==> config.mk <==
export PLATFORM = sky130hd
export DESIGN_NAME = adam_obi_to_axil_pipe
export DESIGN_NICKNAME = d
export VERILOG_FILES = /design/src/rtl/adam_obi_to_axil_pipe.sv
export SDC_FILE = /design/constraint.sdc
export NUM_CORES = 1
export LEC_CHECK = 0
export BUFFER_PORTS_ARGS = -buffer_cell sky130_fd_sc_hd__buf_4
export CAP_MARGIN = 10
export CELL_PAD_IN_SITES_DETAIL_PLACEMENT = 1
export CELL_PAD_IN_SITES_GLOBAL_PLACEMENT = 2
export CORE_ASPECT_RATIO = 1.4
export CORE_MARGIN = 5
export CORE_UTILIZATION = 32
export CTS_BUF_LIST = sky130_fd_sc_hd__clkbuf_8 sky130_fd_sc_hd__clkbuf_16
export CTS_CLUSTER_SIZE = 30
export DETAILED_ROUTE_END_ITERATION = 8
export HOLD_SLACK_MARGIN = 0.02
export PLACE_DENSITY = 0.8
export SETUP_SLACK_MARGIN = 0.5
export SLEW_MARGIN = 10
export SYNTH_ARGS = -nofsm -noshare
export SYNTH_HDL_FRONTEND = slang
export SYNTH_SLANG_ARGS = --single-unit
==> constraint.sdc <==
create_clock -name clk -period 5.59 [get_ports clk]
set_input_delay 1.118 -clock clk [delete_from_list [all_inputs] [get_ports clk]]
set_output_delay 1.118 -clock clk [all_outputs]
set_load 0.05 [all_outputs]
==> src/rtl/adam_obi_to_axil_pipe.sv <==
// rtl/adam_obi_to_axil_pipe.sv - pipelined OBI to AXI-Lite bridge with in-order responses and pause drain
//
// Accepts up to MAX_TRANS outstanding OBI requests, forwards them to AXI-Lite
// and returns responses to OBI in request order.
// Ports:
//   clk, rst                  clock, synchronous active-high reset
//   pause_req / pause_ack     pause handshake; ack = port idle and blocked
//   req/gnt/addr/we/be/wdata  OBI request channel (gnt combinational)
//   rvalid/rready/rdata/err   OBI response channel (registered)
//   axil_*                    AXI-Lite master channels aw, w, b, ar, r (prot = 0)

module adam_obi_to_axil_pipe #(
    parameter int ADDR_WIDTH = 32,
    parameter int DATA_WIDTH = 32,
    parameter int MAX_TRANS  = 4
) (
    input  logic                    clk,
    input  logic                    rst,
    input  logic                    pause_req,
    output logic                    pause_ack,
    input  logic                    req,
    output logic                    gnt,
    input  logic [ADDR_WIDTH-1:0]   addr,
    input  logic                    we,
    input  logic [DATA_WIDTH/8-1:0] be,
    input  logic [DATA_WIDTH-1:0]   wdata,
    output logic                    rvalid,
    input  logic                    rready,
    output logic [DATA_WIDTH-1:0]   rdata,
    output logic                    err,
    output logic [ADDR_WIDTH-1:0]   axil_aw_addr,
    output logic [2:0]              axil_aw_prot,
    output logic                    axil_aw_valid,
    input  logic                    axil_aw_ready,
    output logic [DATA_WIDTH-1:0]   axil_w_data,
    output logic [DATA_WIDTH/8-1:0] axil_w_strb,
    output logic                    axil_w_valid,
    input  logic                    axil_w_ready,
    input  logic [1:0]              axil_b_resp,
    input  logic                    axil_b_valid,
    output logic                    axil_b_ready,
    output logic [ADDR_WIDTH-1:0]   axil_ar_addr,
    output logic [2:0]              axil_ar_prot,
    output logic                    axil_ar_valid,
    input  logic                    axil_ar_ready,
    input  logic [DATA_WIDTH-1:0]   axil_r_data,
    input  logic [1:0]              axil_r_resp,
    input  logic                    axil_r_valid,
    output logic                    axil_r_ready
);

    localparam int CW = $clog2(MAX_TRANS + 1);
    localparam int PW = (MAX_TRANS > 1) ? $clog2(MAX_TRANS) : 1;

    typedef enum logic [1:0] {RUN, DRAIN, PAUSED} state_t;

    state_t state, state_next;

    logic [CW-1:0]        count;
    logic [CW-1:0]        fifo_cnt;
    logic [MAX_TRANS-1:0] order_mem;   // 1 = write, 0 = read
    logic [PW-1:0]        wr_ptr, rd_ptr;
    logic                 fifo_head;
    logic                 fifo_empty;
    logic                 slot_free;
    logic                 resp_slot_free;
    logic                 b_hs, r_hs, rsp_hs;
    logic                 idle;

    assign axil_aw_prot   = 3'b000;
    assign axil_ar_prot   = 3'b000;

    assign fifo_empty     = (fifo_cnt == '0);
    assign fifo_head      = order_mem[rd_ptr];
    assign resp_slot_free = !rvalid || rready;

    // Only the transaction type at the head of the order FIFO may complete,
    // which is what keeps OBI responses in request order.
    assign axil_b_ready   = resp_slot_free && !fifo_empty && fifo_head;
    assign axil_r_ready   = resp_slot_free && !fifo_empty && !fifo_head;
    assign b_hs           = axil_b_valid && axil_b_ready;
    assign r_hs           = axil_r_valid && axil_r_ready;
    assign rsp_hs         = rvalid && rready;

    assign idle = (count == '0) && !axil_aw_valid && !axil_w_valid && !axil_ar_valid;

    always_comb begin
        state_next = state;
        slot_free  = we ? (!axil_aw_valid && !axil_w_valid) : !axil_ar_valid;
        gnt        = req && (state == RUN) && !pause_req &&
                     (count < CW'(MAX_TRANS)) && slot_free;
        case (state)
            RUN:     if (pause_req) state_next = DRAIN;
            DRAIN: begin
                if (!pause_req)  state_next = RUN;
                else if (idle)   state_next = PAUSED;
            end
            PAUSED:  if (!pause_req) state_next = RUN;
            default: state_next = RUN;
        endcase
    end

    always_ff @(posedge clk) begin
        if (rst) begin
            state         <= RUN;
            pause_ack     <= 1'b0;
            count         <= '0;
            fifo_cnt      <= '0;
            wr_ptr        <= '0;
            rd_ptr        <= '0;
            axil_aw_valid <= 1'b0;
            axil_w_valid  <= 1'b0;
            axil_ar_valid <= 1'b0;
            rvalid        <= 1'b0;
        end else begin
            state     <= state_next;
            pause_ack <= (state_next == PAUSED);

            if (gnt && we) begin
                axil_aw_valid <= 1'b1;
                axil_w_valid  <= 1'b1;
            end else begin
                if (axil_aw_ready) axil_aw_valid <= 1'b0;
                if (axil_w_ready)  axil_w_valid  <= 1'b0;
            end
            if (gnt && !we)         axil_ar_valid <= 1'b1;
            else if (axil_ar_ready) axil_ar_valid <= 1'b0;

            if (gnt) begin
                order_mem[wr_ptr] <= we;
                wr_ptr <= (wr_ptr == PW'(MAX_TRANS - 1)) ? '0 : wr_ptr + 1'b1;
            end
            if (b_hs || r_hs) begin
                rd_ptr <= (rd_ptr == PW'(MAX_TRANS - 1)) ? '0 : rd_ptr + 1'b1;
            end
            case ({gnt, b_hs || r_hs})
                2'b10:   fifo_cnt <= fifo_cnt + 1'b1;
                2'b01:   fifo_cnt <= fifo_cnt - 1'b1;
                default: fifo_cnt <= fifo_cnt;
            endcase

            // A transaction stays counted until OBI accepts its response.
            case ({gnt, rsp_hs})
                2'b10:   count <= count + 1'b1;
                2'b01:   count <= count - 1'b1;
                default: count <= count;
            endcase

            if (b_hs || r_hs)  rvalid <= 1'b1;
            else if (rready)   rvalid <= 1'b0;
        end
    end

    // Payload and response data need no reset; they are qualified by valids.
    always_ff @(posedge clk) begin
        if (gnt && we) begin
            axil_aw_addr <= addr;
            axil_w_data  <= wdata;
            axil_w_strb  <= be;
        end
        if (gnt && !we) axil_ar_addr <= addr;
        if (r_hs) begin
            rdata <= axil_r_data;
            err   <= (axil_r_resp != 2'b00);
        end else if (b_hs) begin
            rdata <= '0;
            err   <= (axil_b_resp != 2'b00);
        end
    end

endmodule

Word-level counts from Yosys, hierarchy flattened. Index checks and enable logic that the tools add are counted.

Input bits: 115. Bits in registers: 154. Output and inout bits: 147.

Muxes and demuxes: 27. Reduce and logical (&&, ||, !) cells: 40. $add $sub $neg: 6. Bitwise gates (word level): 1. Equal/unequal tests: 9. Order comparisons: 4.

Operators by type and width (count): 32-bit two-way mux (2); 2-bit nonzero test (9); 1-bit logical AND (17); 1-bit two-way mux (13); 2-bit == test, second input constant (6); 2-bit two-way mux (6); 3-bit case mux with 2 select lines (2); 1-bit logical NOT (8); 3-bit by 1-bit adder with 3-bit output, second input constant (2); 2-bit by 1-bit == test with 1-bit output, second input constant (3); 3-bit logical NOT (2); 2-bit by 3-bit < comparator with 1-bit output, second input constant (2); 2-bit case mux with 3 select lines (1); 3-bit by 1-bit subtractor with 3-bit output, second input constant (2); 2-bit by 1-bit adder with 2-bit output, second input constant (2); 4-bit bitwise mux (1); 3-bit < comparator, second input constant (1); 1-bit binary-select mux with 2-bit select (1); 1-bit demux with 2-bit select (1); 2-bit by 1-bit greater-or-equal comparator with 1-bit output, second input constant (1); 2-bit logical NOT (1); 1-bit logical OR (2); 2-bit AND reduction (1); 1-bit inverter (1).

Logic depth before layout (Yosys ltp). Gate-level depths: netlist of run 1.

Depth after elaboration: 8. Depth in mapped cells: 9.

Least setup slack after synthesis of run 1. OpenSTA, ideal clock, no wires.

Kind: input to register. Start point: in pause_req. End point: reg axil_aw_addr[0] (enable). Arrival time: 3459 ps. Library setup time: 422 ps. Slack: 1710 ps. Path buffers: 0. Stages on the path: 6. Path through: inv_1 > and3_1 > o21ai_1 > inv_1 > nand2_1 > inv_1.

Longest elaborated chain between the ends: 5.

RTL lines: start, declared (RTL line 19) `input logic pause_req,`; 1-bit logical NOT; 1-bit logical AND (2 in a row) (RTL line 90) `gnt = req && (state == RUN) && !pause_req &&`; 1-bit logical AND (RTL line 91) `(count < CW'(MAX_TRANS)) && slot_free;`; net gnt (RTL line 22) `output logic gnt,`; 1-bit logical AND (RTL line 156) `if (gnt && we) begin`; end signal, assigned (RTL line 157) `axil_aw_addr <= addr;`; end, declared (RTL line 31) `output logic [ADDR_WIDTH-1:0] axil_aw_addr,`.

The timed path passes the listed nets, and every way through them passes these cells. A chain may end at the register's enable or synchronous reset.

Worst setup path after layout of run 1.
Start point: in rready. End point: reg fifo_cnt[2].

Longest elaborated chain between the ends: 7. Elaborated cells between the ends (all ways): 11. Classes of those cells: eq/ne (2); mux (1); reduce/logical (8).

RTL lines: start, declared (RTL line 28) `input logic rready,`; 1-bit logical OR (*) (RTL line 75) `assign resp_slot_free = !rvalid || rready;`; 1-bit logical AND (*) (RTL line 79, 80); 1-bit logical AND, on equally long branches (RTL line 79, 80); 1-bit logical AND, on equally long branches (RTL line 81, 82); 1-bit logical OR (*) (RTL line 136) `case ({gnt, b_hs || r_hs})`; 2-bit by 1-bit == test with 1-bit output or 2-bit == test (tied branches) (RTL line 136); 3-bit case mux with 2 select lines or 2-bit nonzero test (tied branches); end signal, assigned (RTL line 137) `2'b10: fifo_cnt <= fifo_cnt + 1'b1;`; end signal, assigned (RTL line 138) `2'b01: fifo_cnt <= fifo_cnt - 1'b1;`; end signal, assigned (RTL line 139) `default: fifo_cnt <= fifo_cnt;`; end, declared (RTL line 60) `logic [CW-1:0] fifo_cnt;`.

Every way passes the cells marked *; elsewhere a longest branch is shown, timed or not.

==> results.sh, run 1 <==
export IMPL_status="finished clean"
export IMPL_sequentialPowerShare_pct=43.3
export IMPL_finalSetupTns_ps=0
export IMPL_areaGrowthSynthToFinish_pct=51.1
export IMPL_drt_iter0_drc=205
export IMPL_die_area_mm2=0.0195
export IMPL_p_int_w=0.00226
export IMPL_synth_top_family_by_area="simple AND/OR/NAND/NOR gates"
export IMPL_die_h_um=163
export IMPL_drive_gt1_share_pct=51.7
export IMPL_rows=56
export IMPL_first_pass_iters=4
export IMPL_synth_simple_area_share_pct=8.94
export IMPL_ios=262
export IMPL_critical_path_class="input port to flop"
export IMPL_required_ps=5920
export IMPL_clockPowerShare_pct=36.1
export IMPL_synthFlopType="edfxtp_1"
export IMPL_final_antenna_net_count=0
export IMPL_finalPower_w=0.00325
export IMPL_arrival_ps=3980
export IMPL_switchingPower_w=0.000988
export IMPL_postCtsSetupRepairBufs=0
export IMPL_combinationalPowerShare_pct=20.6
export IMPL_slew_headroom_pct=49.0
export IMPL_end_kind="flop"
export IMPL_fillers=1652
export IMPL_yosysSeqAreaShare_pct=83.1
export IMPL_netlist_area_leader_share_pct=76.7
export IMPL_hold_buffers=0
export IMPL_syn_inst=288
export IMPL_grt_usage_pct=14.7
export IMPL_drc_errors=0
export IMPL_hpwl_um=11400
export IMPL_syn_area_mm2=0.00536
export IMPL_ys_seq_elements=154
export IMPL_fin_crit_sh_pct=65.4
export IMPL_period_minus_slack_ps=3650
export IMPL_antenna_found_initial=2
export IMPL_regArea_mm2=0.00445
export IMPL_fin_cells=775
export IMPL_hold_violations=0
export IMPL_initial_utilization_pct=32.3
export IMPL_grt_first_pass_wirelength_um=21500
export IMPL_cts_root_buf="clkbuf_16"
export IMPL_nNetsFinal=683
export IMPL_numPlacedInstances=743
export IMPL_port_buffers=255
export IMPL_irDropWorstVdd_mv=0.217
export IMPL_wl_per_cell_um=19.1
export IMPL_total_leakage_power_nw=3.28
export IMPL_clk_latency_ps=410
export IMPL_clock_sinks=154
export IMPL_htreeDepth=4
export IMPL_cts_buffers=17
export IMPL_finalSetupViolations=0
export IMPL_grt_overflow_total=0
export IMPL_tightest_slew_ps=763
export IMPL_power_density_mw_per_mm2=400
export IMPL_async_flop_share_pct=0
export IMPL_hold_path_class="flop to flop"
export IMPL_p_sw_share_pct=30.4
export IMPL_fmax_mhz=274
export IMPL_synthAdderAreaFrac_pct=2.38
export IMPL_synth_top_cell_by_area="edfxtp_1"
export IMPL_core_area_mm2=0.0166
export IMPL_cp_start_kind="input port"
export IMPL_synth_area_mux_share_pct=0.980
export IMPL_grt_max_degree=40
export IMPL_rsz0062_at_grt="no"
export IMPL_skew_ps=18.6
export IMPL_multi_input_area_um2=801
export IMPL_fp_dieW_um=119
export IMPL_clkTransAtPathRegs_ps=70
export IMPL_synth_compound_area_share_pct=1.40
export IMPL_diodes=0
export IMPL_cts_resized=0
export IMPL_finalWirelength_um=14800
export IMPL_routabilityCongestion=0.772
export IMPL_synth_xor_area_share_pct=0.653
export IMPL_grt_pass1_vias=3703
export IMPL_cts_tree="yes"
export IMPL_yosysWarnings=0
export IMPL_ys_types=34
export IMPL_final_max_slew_viol_count=0
export IMPL_worstPathMaxFanout=39
export IMPL_syn_area_per_cell_um2=18.6
export IMPL_vias=3416
export IMPL_synthTopCellsByArea="edfxtp_1 77%, dfxtp_1 6.3%, and2_1 4.0%"
export IMPL_cts_buffer_depth=2
export IMPL_via_per_inst=4.41
export IMPL_synth_edf_count=137
export IMPL_cap_violations=0
==> power by group through the flow <==
stage,combinational [W],sequential [W],clock [W]
6_report,0.000667,0.00141,0.00117
5_1_grt,0.000705,0.00141,0.00126
4_1_cts,0.000679,0.00141,0.00121
3_5_place_dp,0.000676,0.00143,0
3_3_place_gp,0.000657,0.00143,0
2_1_floorplan,0.000186,0.00168,0
==> worst max-delay path, cell delays in order <==
cell	delay (ps)
buf_4	80
and2b_1	230
nor4b_4	280
buf_4	330
or2_2	170
buf_4	400
ha_1	280
inv_1	60
fa_1	370
xor2_1	160
or3_1	320
a21oi_1	170
==> final timing paths <==
path	start	cells after the start	slack, ps	endpoint
hold / removal	state[1]$_SDFF_PP0_	1	490	state[0]$_SDFF_PP0_
setup / recovery	rready	12	1940	fifo_cnt[2]$_SDFFE_PP0P_
hold reg to reg	state[1]$_SDFF_PP0_	1	490	state[0]$_SDFF_PP0_
setup reg to reg	rd_ptr[0]$_SDFFE_PP0P_	11	2020	fifo_cnt[2]$_SDFFE_PP0P_
==> cell families after synthesis <==
kind of cell,count (synthesis)
other,1
buffers and inverters,23
DFF,154
xor gates and xnor gates,4
and+or+nand+nor,78
AOI/OAI and AO/OA,15
adders and majority gates,9
muxes,4
==> cells in the final DEF (no fill, tap or decap), drive strengths merged, types with 2 or more instances in the layout <==
master	instances
buf	259
inv	19
fa	2
clkbuf	17
nor3	6
dfxtp	17
bufinv	2
nor4b	2
nand2b	3
and2	34
nor3b	8
conb	6
nor2	14
xor2	4
a21oi	9
clkinv	4
ha	7
o21ai	6
edfxtp	137
or3	2
mux2i	3
==> cells in the mapped netlist, types with 2 or more instances <==
cell type  number
a21oi_1         9
and2_1         34
buf_4           7
buf_6           3
dfxtp_1        17
edfxtp_1      137
fa_1            2
ha_1            7
inv_1          11
mux2i_1         3
nand2b_1        3
nor2_1         13
nor3_1          6
nor3b_1         8
o21ai_0         3
o21ai_1         3
or3_1           2
xor2_1          4
==> per-layer routing <==
layer	share of wire, %	vias to the layer above	track usage, %
met4	2.4	4	5.89
met3	8.4	21	5.51
met1	33	1649	14.3
li1	-	1581	-
met2	56	161	27.8
met5	0.18	-	0
==> flip-flops by register name (all words and copies together), names as in the netlist, 2 cells and up <==
register and flops:
axil_w_data 32, fifo_cnt 3, axil_aw_addr 32, count 3, rdata 32, rd_ptr 2, axil_ar_addr 32, state 2
wr_ptr 2, axil_w_strb 4, order_mem 4
==> area by class of cell <==
type	count	area share (%)
clock buffer	17	5.25
clock inverter	15	2.27
inverter	11	0.509
multi-input combinational	116	9.88
sequential	154	55.0
tap	203	3.13
timing repair buffer	259	24.0
==> metrics by stage <==
step                      setup slack [ps]  hold slack, ps  instance area (um^2)  util [%]
after floorplan                       1710             447                  5380         -
after global placement                1640             463                  7490      45.1
after detailed placement              1450             482                  7490      45.1
after CTS                             1890             492                  8100      48.8
after global routing                  1720             506                  8100      48.8
final                                 1940             490                  8100      48.8
No activity file was read; power rests on OpenSTA's default activity.
==> inputs of run 2 (changes only) <==
--- a/config.mk
+++ b/config.mk
@@ -5,18 +5,19 @@
 export SDC_FILE = /design/constraint.sdc
 export NUM_CORES = 1
 export LEC_CHECK = 0
+export ABC_AREA = 1
 export BUFFER_PORTS_ARGS = -buffer_cell sky130_fd_sc_hd__buf_4
 export CAP_MARGIN = 10
 export CELL_PAD_IN_SITES_DETAIL_PLACEMENT = 1
 export CELL_PAD_IN_SITES_GLOBAL_PLACEMENT = 2
 export CORE_ASPECT_RATIO = 1.4
 export CORE_MARGIN = 5
-export CORE_UTILIZATION = 32
+export CORE_UTILIZATION = 26
 export CTS_BUF_LIST = sky130_fd_sc_hd__clkbuf_8 sky130_fd_sc_hd__clkbuf_16
 export CTS_CLUSTER_SIZE = 30
 export DETAILED_ROUTE_END_ITERATION = 8
 export HOLD_SLACK_MARGIN = 0.02
-export PLACE_DENSITY = 0.8
+export PLACE_DENSITY = 0.71
 export SETUP_SLACK_MARGIN = 0.5
 export SLEW_MARGIN = 10
 export SYNTH_ARGS = -nofsm -noshare
==> constraint.sdc (replaced) <==
create_clock -name clk -period 3.1 [get_ports clk]
set_input_delay 0.62 -clock clk [delete_from_list [all_inputs] [get_ports clk]]
set_output_delay 0.62 -clock clk [all_outputs]
set_load 0.05 [all_outputs]
==> run 2 against run 1 <==
Non-clock buffer count did not move. Largest cell class unchanged. Critical path type is now flop to flop. Critical endpoint unchanged. Largest power group unchanged. Sequential power up 90%. Critical path depth is 1 higher. Sequential share of layout area shrank 0.95 points.
==> results.sh, run 2 <==
export IMPL_initial_utilization_pct=26.3
export IMPL_hold_path_class="input port to flop"
export IMPL_first_pass_iters=4
export IMPL_status="finished clean"
export IMPL_period_minus_slack_ps=2360
export IMPL_hpwl_um=12200
export IMPL_htreeDepth=4
export IMPL_skew_ps=8.54
export IMPL_diodes=0
export IMPL_hold_violations=0
export IMPL_critical_path_class="flop to flop"
export IMPL_cts_buffers=17
export IMPL_place_ws_ps=403
export IMPL_clkTransAtPathRegs_ps=70
export IMPL_cp_start_kind="flop"
export IMPL_final_common_cell="buf_4"
export IMPL_areaGrowthSynthToFinish_pct=52.5
export IMPL_irDropWorstVdd_mv=0.670
export IMPL_power_density_mw_per_mm2=790
export IMPL_worstPathMaxFanout=6
export IMPL_cts_tree="yes"
export IMPL_rsz0062_at_grt="no"
export IMPL_synth_top_cell_by_area="edfxtp_1"
export IMPL_core_area_mm2=0.0206
export IMPL_fin_ws_ps=741
export IMPL_grt_pass1_vias=3948
export IMPL_synthFlopType="edfxtp_1"
export IMPL_synthTopCellsByArea="edfxtp_1 76%, dfxtp_1 6.3%, inv_1 4.3%"
export IMPL_required_ps=3390
export IMPL_final_max_slew_viol_count=0
export IMPL_total_leakage_power_nw=3.51
export IMPL_yosysWarnings=0
export IMPL_grt_max_degree=50
export IMPL_drt_iter0_drc=161
export IMPL_crit_chain="inv_2 > nand2_1 > nand3_1 > nand2_1 > nand3_2 > nand2_8 > ha_1 > inv_1 > fa_1 > a21oi_1 > o21ai_0 > o21ai_0 > a21oi_1"
export IMPL_numPlacedInstances=866
export IMPL_final_cell_mix="258 x buf_4, 137 x edfxtp_1, 60 x inv_1, 54 x nor2_1, 19 x nand2_1"
export IMPL_multi_input_area_um2=697
export IMPL_via_per_inst=4.11
export IMPL_finalSetupTns_ps=0
export IMPL_antenna_found_initial=0
export IMPL_fin_util_pct=40.2
export IMPL_ys_seq_elements=154
export IMPL_ys_types=21
export IMPL_grt_first_pass_wirelength_um=23100
export IMPL_end_kind="flop"
export IMPL_syn_area_mm2=0.00542
export IMPL_die_area_mm2=0.0239
export IMPL_nNetsFinal=753
export IMPL_cap_violations=0
export IMPL_regArea_mm2=0.00446
export IMPL_syn_area_per_cell_um2=15.2
export IMPL_fillers=2178
export IMPL_fmax_mhz=424
export IMPL_async_flop_share_pct=0
export IMPL_drc_errors=0
export IMPL_postCtsSetupRepairBufs=0
export IMPL_r2r_slack_ps=740
export IMPL_netlist_area_leader_share_pct=76.0
export IMPL_p_sw_share_pct=35.3
export IMPL_vias=3689
export IMPL_arrival_ps=2650
export IMPL_synth_edf_count=137
export IMPL_yosysMostFrequentCell="edfxtp_1"
export IMPL_cts_root_buf="clkbuf_16"
export IMPL_grt_overflow_total=0
export IMPL_final_antenna_net_count=0
export IMPL_fin_cells=897
export IMPL_cts_buffer_depth=2
export IMPL_die_h_um=181
export IMPL_fin_crit_sh_pct=76.1
export IMPL_finalWirelength_um=15700
export IMPL_ios=262
export IMPL_fp_dieW_um=132
export IMPL_wl_per_cell_um=17.6
export IMPL_rows=62
export IMPL_drive_gt1_share_pct=47.3
export IMPL_clockPowerShare_pct=31.2
export IMPL_syn_inst=357
export IMPL_dpl_instance_area_mm2=0.00767
export IMPL_combinationalPowerShare_pct=27.8
export IMPL_clk_latency_ps=420
export IMPL_slowest_stage="dfxtp_1"
export IMPL_stdcell_area_mm2=0.00826
export IMPL_clock_sinks=154
export IMPL_finalSetupViolations=0
export IMPL_sequentialPowerShare_pct=41.0
export IMPL_synthTopCellsByCount="137 x edfxtp_1, 62 x inv_1, 54 x nor2_1, 22 x nand2_1, 17 x dfxtp_1"
export IMPL_switchingPower_w=0.00230
export IMPL_slowest_delay_ps=440
export IMPL_port_buffers=255
export IMPL_p_int_w=0.00422
export IMPL_yosysSeqAreaShare_pct=82.3
export IMPL_grt_usage_pct=12.6
export IMPL_routabilityCongestion=0.745
[run 2: cell count changes after synthesis, sizes merged, moves of 4 or more]
cell,before,now
nand3,1,9
nand2,1,22
nor3b,8,0
a21oi,9,16
and2,34,0
xor2,4,0
inv,11,63
nor3,6,1
o21ai,6,12
nor2,14,54
[run 2: final timing paths]
check | startpoint | to | cells after the start
worst max register to register | rd_ptr[0]$_SDFFE_PP0P_ | fifo_cnt[2]$_SDFFE_PP0P_ | 13
worst min register to register | axil_aw_valid$_SDFFE_PP0P_ | axil_aw_valid$_SDFFE_PP0P_ | 2
worst min-delay path | wdata[8] | axil_w_data[8]$_DFFE_PP_ | 1
worst max-delay path | rd_ptr[0]$_SDFFE_PP0P_ | fifo_cnt[2]$_SDFFE_PP0P_ | 13
[run 2: cell type report]
type	count	area share (%)
sequential	154	54.0
timing repair buffer	259	23.7
multi-input combinational	134	8.44
clock buffer	17	5.15
tap	256	3.88
inverter	63	2.95
clock inverter	14	1.86
[run 2: metrics by stage]
step / total power [W] / hold slack (ps)
floorplan: 0.00390 / 444
global placement: 0.00449 / 477
detailed placement: 0.00456 / 483
CTS: 0.00662 / 345
global route: 0.00682 / 347
finish: 0.00652 / 374
[run 2: power groups by stage]
stage	clock network [W]	logic [W]	registers [W]
floorplan	0	0.000525	0.00338
global placement	0	0.00179	0.00270
detailed placement	0	0.00183	0.00273
CTS	0.00210	0.00184	0.00268
global route	0.00219	0.00193	0.00270
finish	0.00203	0.00181	0.00268
[run 2: timing repair]
action,in CTS,in global routing
resized for setup,0,1
setup endpoints to repair,0,1
hold buffers,0,0
[run 2: worst max-delay path: cells and delay by family, from the launching register on]
family | cells | cell delay, ps
compound gates | 4 | 490
simple gates | 5 | 610
buf+inv | 2 | 160
flops | 1 | 440
fa+ha+maj | 2 | 520
[run 2: metal layers]
metal  track usage, %  up-vias  wire length, um
li1                 -     1737                -
met1             12.2     1787             5270
met2             24.5      146             9130
met3             3.76       19              994
met4             5.02        0              350
met5                0        -                0
[run 2: kinds of logic after synthesis]
family          Yosys count  share of synthesized area, %
compound gates           30                          2.86
buf+inv                  74                          5.78
simple gates             89                          6.68
flops                   154                          82.3
other cells               1                        0.0692
fa+ha+maj                 9                          2.36
